`src/rtl/irq_ctrl.sv`:
```
// ---------------------------------------------------------------------------
// irq_ctrl -- interrupt controller that sits between the external interrupt
// lines and the core's exception logic.
//
// Each source line is synchronised first. Edge sources (EDGE_MASK bit = 1)
// latch a pending bit on a rising edge. Level sources (bit = 0) follow the
// synchronised line. The mask gates eligibility only, so masked sources still
// accumulate pending state. Arbitration uses fixed priority, and the lowest
// index wins. The winning source is presented to the core through a
// req/ack/eret handshake.
//
// Handshake: irq_req is high in REQ with irq_id held stable. A 1-cycle
// irq_ack while irq_req=1 accepts the request and moves the controller to
// SERVICE. A 1-cycle eret while in_service=1 returns it to IDLE. An ack
// outside REQ is ignored, and so is an eret outside SERVICE. The request is
// withdrawn when its source stops being eligible before the core acks it. If
// the ack and the withdrawal happen in the same cycle, the ack wins.
//
// Ports:
//   clk         system clock, rising edge
//   rst         asynchronous active-high reset
//   irq_in      raw asynchronous interrupt lines
//   mask_we     mask register write enable
//   mask_wdata  new mask value (1 = enabled)
//   mask_q      current mask register
//   pending_q   current pending latches
//   irq_req     interrupt request to the core
//   irq_id      index of the requested/serviced source
//   irq_ack     core accepts the request (1-cycle pulse)
//   eret        core finished the handler (1-cycle pulse)
//   in_service  handler active
// ---------------------------------------------------------------------------
module irq_ctrl #(
    parameter int                N_SRC       = 4,
    parameter int                ID_W        = 2,
    parameter logic [N_SRC-1:0]  EDGE_MASK   = 4'b0011,
    parameter int                SYNC_STAGES = 2,
    parameter logic [N_SRC-1:0]  MASK_RST    = '1
) (
    input  logic             clk,
    input  logic             rst,
    input  logic [N_SRC-1:0] irq_in,
    input  logic             mask_we,
    input  logic [N_SRC-1:0] mask_wdata,
    output logic [N_SRC-1:0] mask_q,
    output logic [N_SRC-1:0] pending_q,
    output logic             irq_req,
    output logic [ID_W-1:0]  irq_id,
    input  logic             irq_ack,
    input  logic             eret,
    output logic             in_service
);

    typedef enum logic [1:0] {
        S_IDLE    = 2'd0,
        S_REQ     = 2'd1,
        S_SERVICE = 2'd2
    } state_t;

    state_t            state_q, state_d;
    logic [ID_W-1:0]   irq_id_q, irq_id_d;
    logic [N_SRC-1:0]  sync_q [SYNC_STAGES];
    logic [N_SRC-1:0]  sync_d [SYNC_STAGES];
    logic [N_SRC-1:0]  hist_q, hist_d;
    logic [N_SRC-1:0]  pending_d;
    logic [N_SRC-1:0]  mask_d;

    logic [N_SRC-1:0]  sync_s;
    logic [N_SRC-1:0]  rise;
    logic [N_SRC-1:0]  ack_clr;
    logic [N_SRC-1:0]  eligible;
    logic [ID_W-1:0]   winner;
    logic              cur_eligible;
    logic              ack_accept;

    // Synchroniser chain: stage 0 samples the raw line. The last stage is
    // the clean copy used by all the logic below.
    always_comb begin
        sync_d[0] = irq_in;
        for (int i = 1; i < SYNC_STAGES; i++) begin
            sync_d[i] = sync_q[i-1];
        end
    end

    assign sync_s = sync_q[SYNC_STAGES-1];

    // The history flop is only meaningful for edge sources. Level bits stay 0.
    assign hist_d = sync_s & EDGE_MASK;
    assign rise   = sync_s & ~hist_q & EDGE_MASK;

    assign ack_accept = (state_q == S_REQ) && irq_ack;

    // The pending bit clears only for the edge source that is being acked.
    always_comb begin
        ack_clr = '0;
        for (int i = 0; i < N_SRC; i++) begin
            if (ack_accept && (irq_id_q == ID_W'(i)) && EDGE_MASK[i]) begin
                ack_clr[i] = 1'b1;
            end
        end
    end

    // The set term is ORed after the clear, so a new edge that arrives in
    // the same cycle as the ack is kept.
    assign pending_d = (EDGE_MASK & (rise | (pending_q & ~ack_clr)))
                     | (~EDGE_MASK & sync_s);

    assign mask_d   = mask_we ? mask_wdata : mask_q;
    assign eligible = pending_q & mask_q;

    // Fixed priority: scanning downwards lets the lowest index overwrite.
    always_comb begin
        winner = '0;
        for (int i = N_SRC - 1; i >= 0; i--) begin
            if (eligible[i]) begin
                winner = ID_W'(i);
            end
        end
    end

    // Eligibility of the source currently held in irq_id_q.
    always_comb begin
        cur_eligible = 1'b0;
        for (int i = 0; i < N_SRC; i++) begin
            if (irq_id_q == ID_W'(i)) begin
                cur_eligible = eligible[i];
            end
        end
    end

    // Next-state logic. irq_id is captured only on IDLE->REQ. From that point
    // it is frozen until the controller returns to IDLE and re-arbitrates.
    always_comb begin
        state_d  = state_q;
        irq_id_d = irq_id_q;
        unique case (state_q)
            S_IDLE: begin
                if (|eligible) begin
                    state_d  = S_REQ;
                    irq_id_d = winner;
                end
            end
            S_REQ: begin
                if (irq_ack) begin
                    state_d = S_SERVICE;
                end else if (!cur_eligible) begin
                    state_d = S_IDLE;
                end
            end
            S_SERVICE: begin
                if (eret) begin
                    state_d = S_IDLE;
                end
            end
            default: begin
                state_d = S_IDLE;
            end
        endcase
    end

    always_ff @(posedge clk or posedge rst) begin
        if (rst) begin
            for (int i = 0; i < SYNC_STAGES; i++) begin
                sync_q[i] <= '0;
            end
            hist_q    <= '0;
            pending_q <= '0;
            mask_q    <= MASK_RST;
            state_q   <= S_IDLE;
            irq_id_q  <= '0;
        end else begin
            for (int i = 0; i < SYNC_STAGES; i++) begin
                sync_q[i] <= sync_d[i];
            end
            hist_q    <= hist_d;
            pending_q <= pending_d;
            mask_q    <= mask_d;
            state_q   <= state_d;
            irq_id_q  <= irq_id_d;
        end
    end

    // The outputs decode straight from the state register. A reset therefore
    // drops irq_req and in_service immediately, without a clock edge.
    assign irq_req    = (state_q == S_REQ);
    assign in_service = (state_q == S_SERVICE);
    assign irq_id     = irq_id_q;

endmodule

```
`config.mk`:
```
export PLATFORM = sky130hd
export DESIGN_NAME = irq_ctrl
export DESIGN_NICKNAME = d
export VERILOG_FILES = /design/src/rtl/irq_ctrl.sv
export SDC_FILE = /design/constraint.sdc
export NUM_CORES = 1
export LEC_CHECK = 0
export ABC_AREA = 1
export BUFFER_PORTS_ARGS = -buffer_cell sky130_fd_sc_hd__buf_2
export CORE_MARGIN = 2
export CORE_UTILIZATION = 51
export DETAILED_ROUTE_END_ITERATION = 8
export GPL_ROUTABILITY_DRIVEN = 1
export PLACE_DENSITY_LB_ADDON = 0.25
export SYNTH_ARGS = -nofsm -noshare
export SYNTH_HDL_FRONTEND = slang
export SYNTH_SLANG_ARGS = --single-unit
```
`constraint.sdc`:
```
create_clock -name clk -period 1.8 [get_ports clk]
set_input_delay 0.09 -clock clk [delete_from_list [all_inputs] [get_ports clk]]
set_output_delay 0.09 -clock clk [all_outputs]
set_load 0.02 [all_outputs]
```
# Word-level counts from Yosys, hierarchy flattened

Cells that the tools add are included.

Register bits: 22
Output and inout bits: 12

Equality and inequality tests: 8
Muxes and demuxes: 15
Bitwise logic cells: 7
Reductions and logical operators: 8

Operators with widths:

| cell                                                             | number |
|---|---|
| 2-bit 2-to-1 mux                                                 | 8 |
| 2-bit == test (second input constant)                            | 3 |
| 1-bit 2-to-1 mux                                                 | 6 |
| 2-bit case mux with 3 select lines                               | 1 |
| 2-bit AND                                                        | 2 |
| 4-bit AND                                                        | 1 |
| 2-bit by 1-bit == test with 1-bit output (second input constant) | 2 |
| 2-bit logical NOT                                                | 2 |
| 2-bit != test (second input constant)                            | 2 |
| 2-bit NOT                                                        | 2 |
| 2-bit by 4-bit OR with 4-bit output                              | 1 |
| 4-bit OR reduction                                               | 1 |
| 1-bit logical AND                                                | 3 |
| 3-bit != test (second input constant)                            | 1 |
| 3-bit AND reduction                                              | 1 |
| 2-bit OR                                                         | 1 |
| 2-bit AND reduction                                              | 1 |

# Logic depth before layout (Yosys ltp)

Depth in word-level cells: 8
Mapped depth: 7

# Worst setup path before layout

OpenSTA, ideal clock, no wires.

Path kind: flip-flop to flip-flop
Start point: reg mask_q[0]
End point: reg irq_id_q[0] (netlist: irq_id[0])
Library setup time: 0.117 ns
Arrival: 1.000 ns
Data required time: 1.683 ns
Slack: 0.683 ns
Cell stages (with the launch flop): 8
Path buffers: 0
Path through: dfstp_2 > nand2_1 > nand2_1 > nand2_1 > nand2_1 > inv_2 > nand2_1 > nand2_1

Cells in the longest elaborated chain, start to end: 3
Elaborated cells on any way between the ends: 4
Those cells by class: 1 x mux; 1 x bitwise; 2 x reduce/logical

RTL lines:

| what                                 | line | source |
|---|---|---|
| start, declared                      | 45   | `output logic [N_SRC-1:0] mask_q,` |
| start signal, assigned               | 177  | `mask_q <= mask_d;` |
| 4-bit AND *                          | 109  | `assign eligible = pending_q & mask_q;` |
| 4-bit OR reduction                   | 138  | `if (\|eligible) begin` |
| 2-bit AND reduction (no source line) | n/a  |  |
| end signal, assigned                 | 179  | `irq_id_q <= irq_id_d;` |
| end, declared                        | 61   | `logic [ID_W-1:0] irq_id_q, irq_id_d;` |

Mark *: on every way between the ends. The rest lies on a longest branch, timed or not.
A chain may end at the register's enable or synchronous reset.

# Worst setup path in the final report

Start point: reg state_q[1]
End point: out irq_req

Cells in the longest elaborated chain, start to end: 1

RTL lines:

| what                                     | line | source |
|---|---|---|
| start, declared                          | 60   | `state_t state_q, state_d;` |
| start signal, assigned                   | 178  | `state_q <= state_d;` |
| 2-bit by 1-bit == test with 1-bit output | 185  | `assign irq_req = (state_q == S_REQ);` |
| end, declared                            | 47   | `output logic irq_req,` |

No other way between the ends.

==> key figures <==
Status
  • Status: completed

Global routing
  • Total Routing Usage GR: 18.3%
  • GRT overflow: 0
  • Global-route wire length before repair: 2480 um
  • Largest net degree at the start of global routing: 23
  • Vias in the first global route: about 610
  • Initial antenna violation count: 0

Power and ir drop
  • Power per cell area: 1310 nW/um^2
  • Total Power: 1360 uW
  • Leakage: 0.000545 uW
  • Peak supply drop: around 0.68 mV

Critical path
  • Worst-path fanout max: 4
  • Critical Path Source Type: flip-flop
  • Arr. time, crit path: 1.05 ns
  • Worst setup EP type: output pin
  • Kind of critical path: reg -> out
  • CP required: 1.71 ns

Timing
  • RSZ-0062 raised after global routing: no
  • Final hold violation count: 0
  • Clk_skew: 0.00228 ns
  • Worst hold slack: slightly below 0.007 ns
  • Final worst slack: 0.660 ns
  • Final setup violation count: 0
  • Max Freq: 877 MHz
  • Setup TNS: 0 ns
  • Max-slew violations: 0
  • Final min period: between 1 and 1.5 ns
  • Max-slew headroom: ~50%
  • Slew @ Worst Pin: between 0.7 and 0.8 ns
  • Period Utilization, post-route: 63.3%

Finish
  • Diodes inserted: 0
  • Proportion of layout cells with a drive suffix above 1: 34.6%
  • Area grow syn2layout: 31.1%
  • Area of the multi-input gates: 203 um^2
  • Fill cells: 109
  • Nets: 121
  • Flip-flop and latch area: 556 um^2
  • Non-Filler Instances: around 120

Job
  • Maxcap violations: 0

Synth
  • Cell variety after synth: 13
  • Mapped Avg Cell Area: 11.0 um^2
  • Yosys Warn Count: 0
  • Post-synth net total: 85
  • Mapped Area: 792 um^2
  • Mapped Cells: 72
  • Flops & latches, synth: 22
  • Post-synthesis sequential area ratio: between 70% and 80%

Routing
  • # DRC: 0
  • Initial drt markers: 3
  • WL final: 1400 um
  • First-pass iteration count of the detailed router: 4
  • Avg WL per Cell: 11.4 um
  • Vias per std cell: 4.81
  • Post-route ant nets: 0
  • Vias: roughly 590

Min path
  • Hold Path Class: in -> reg

CTS
  • CTS H-tree lvls: 1
  • # Post-CTS Setup Buffers: 0
  • CTS Buf Count: 3
  • CTS root buf: clkbuf_4
  • CTS max path bufs: 2
  • Clk slew on worst S/H paths: 0.11 ns
  • CTS tree: built
  • TritonCTS sink count: 22
  • Worst skew pair latency: slightly below 0.3 ns

Placement
  • PortBufs: 24
  • RePlAce Congestion: 0.806
  • Inst Count DP: 112
  • Post-Place Setup Slack: 0.700 ns
  • Detailed placement HPWL: 1070 um

Floorplanning
  • IO Count: 25
  • Initial Util: between 50 and 60%
  • Cell row count: 14
  • Die ar.: 1880 um^2
  • Core area: between 1000 and 1500 um^2
  • Die Height: 43.4 um
  • Die W: 43.4 um
## cell usage in the layout, fill, tap and decap left out, types with 3 or more instances in the layout
master	synthesis	final
buf_2	0	24
clkbuf_4	0	3
dfrtp_1	18	18
dfstp_2	4	4
dlygate4sd3_1	0	7
inv_1	6	6
inv_2	3	3
mux2_1	4	4
nand2_1	21	21
nand3_1	3	3
nor2_1	5	5
o21ai_1	4	4
## worst max-delay path: stages (launching register included)
cell,delay [ns]
dfrtp_1,0.43
nor2_2,0.15
buf_2,0.18
## flip-flops by register name, indices dropped and copies added, names as in the netlist
name and flops:
hist_q 2, mask_q 4, pending_q 4, sync_d 4, state_q 2, irq_id 2, sync_s 4
## cell type report
type	count	area share, %
clock buffers	4	3.49
flip-flops and latches	22	53.5
well taps	16	1.93
inverters	9	3.25
multi-input cells	41	19.5
repair buffers	31	18.3
## per-stage QoR
| step | instance area, um^2 | utilization [%] |
|---|---|---|
| finish | 1040 | 69.7 |
| global route | 1040 | 69.7 |
| CTS | 1030 | 69.1 |
| detailed placement | 932 | 62.6 |
| global placement | 932 | 62.6 |
| floorplan | 792 | - |
## power by group
group	switching (uW)	leakage, uW	internal [uW]
Combinational	288	0.000272	159
Clock	136	0.0000210	123
Sequential	69.5	0.000251	581
## kinds of logic (layout without fill, tap and decap cells)
kind of cell / Yosys count / after routing / share of synthesized area, %
and+or+nand+nor: 32 / 32 / 16.4
DFF: 22 / 22 / 70.1
muxes: 4 / 4 / 5.69
AOI/OAI and AO/OA: 5 / 5 / 3.48
buffers and inverters: 9 / 44 / 4.27
## Yosys cell counts
library cell	n	share of area (%)
dfstp_2	4	13
nand3_1	3	1.9
nor3_1	1	0.63
inv_2	3	1.4
nand2_1	21	10
dfrtp_1	18	57
mux2_1	4	5.7
o31ai_1	1	0.95
nor2_1	5	2.4
nor2_2	1	0.79
nand2_2	1	0.79
inv_1	6	2.8
o21ai_1	4	2.5
## path summary, 6_finish.rpt
kind	startpoint	slack [ns]	depth (start not counted)	endpoint
setup / recovery	state_q[1]	0.66	2	irq_req
hold / removal	mask_wdata[3]	0.007	2	mask_q[3]
setup reg to reg	mask_q[0]	0.68	7	irq_id[0]
hold reg to reg	sync_d[1]	0.37	0	sync_s[1]
max in group asynchronous	rst	0.85	3	pending_q[3]
min in group asynchronous	rst	0.48	3	sync_s[0]
## repair_timing
action,in CTS,in global routing
hold endpoints to repair,23,1
hold buffers,6,1
gates resized for setup,0,0
## layer usage
| layer | part of all wire, % | up-vias | global-route usage [%] |
|---|---|---|---|
| li1 | - | 294 | - |
| met1 | 41 | 281 | 21.3 |
| met2 | 52 | 15 | 31.9 |
| met3 | 5.9 | 2 | 3.75 |
| met4 | 1.1 | 0 | 9.09 |
| met5 | 0 | - | 0 |
Power figures use the tool's default switching activity.
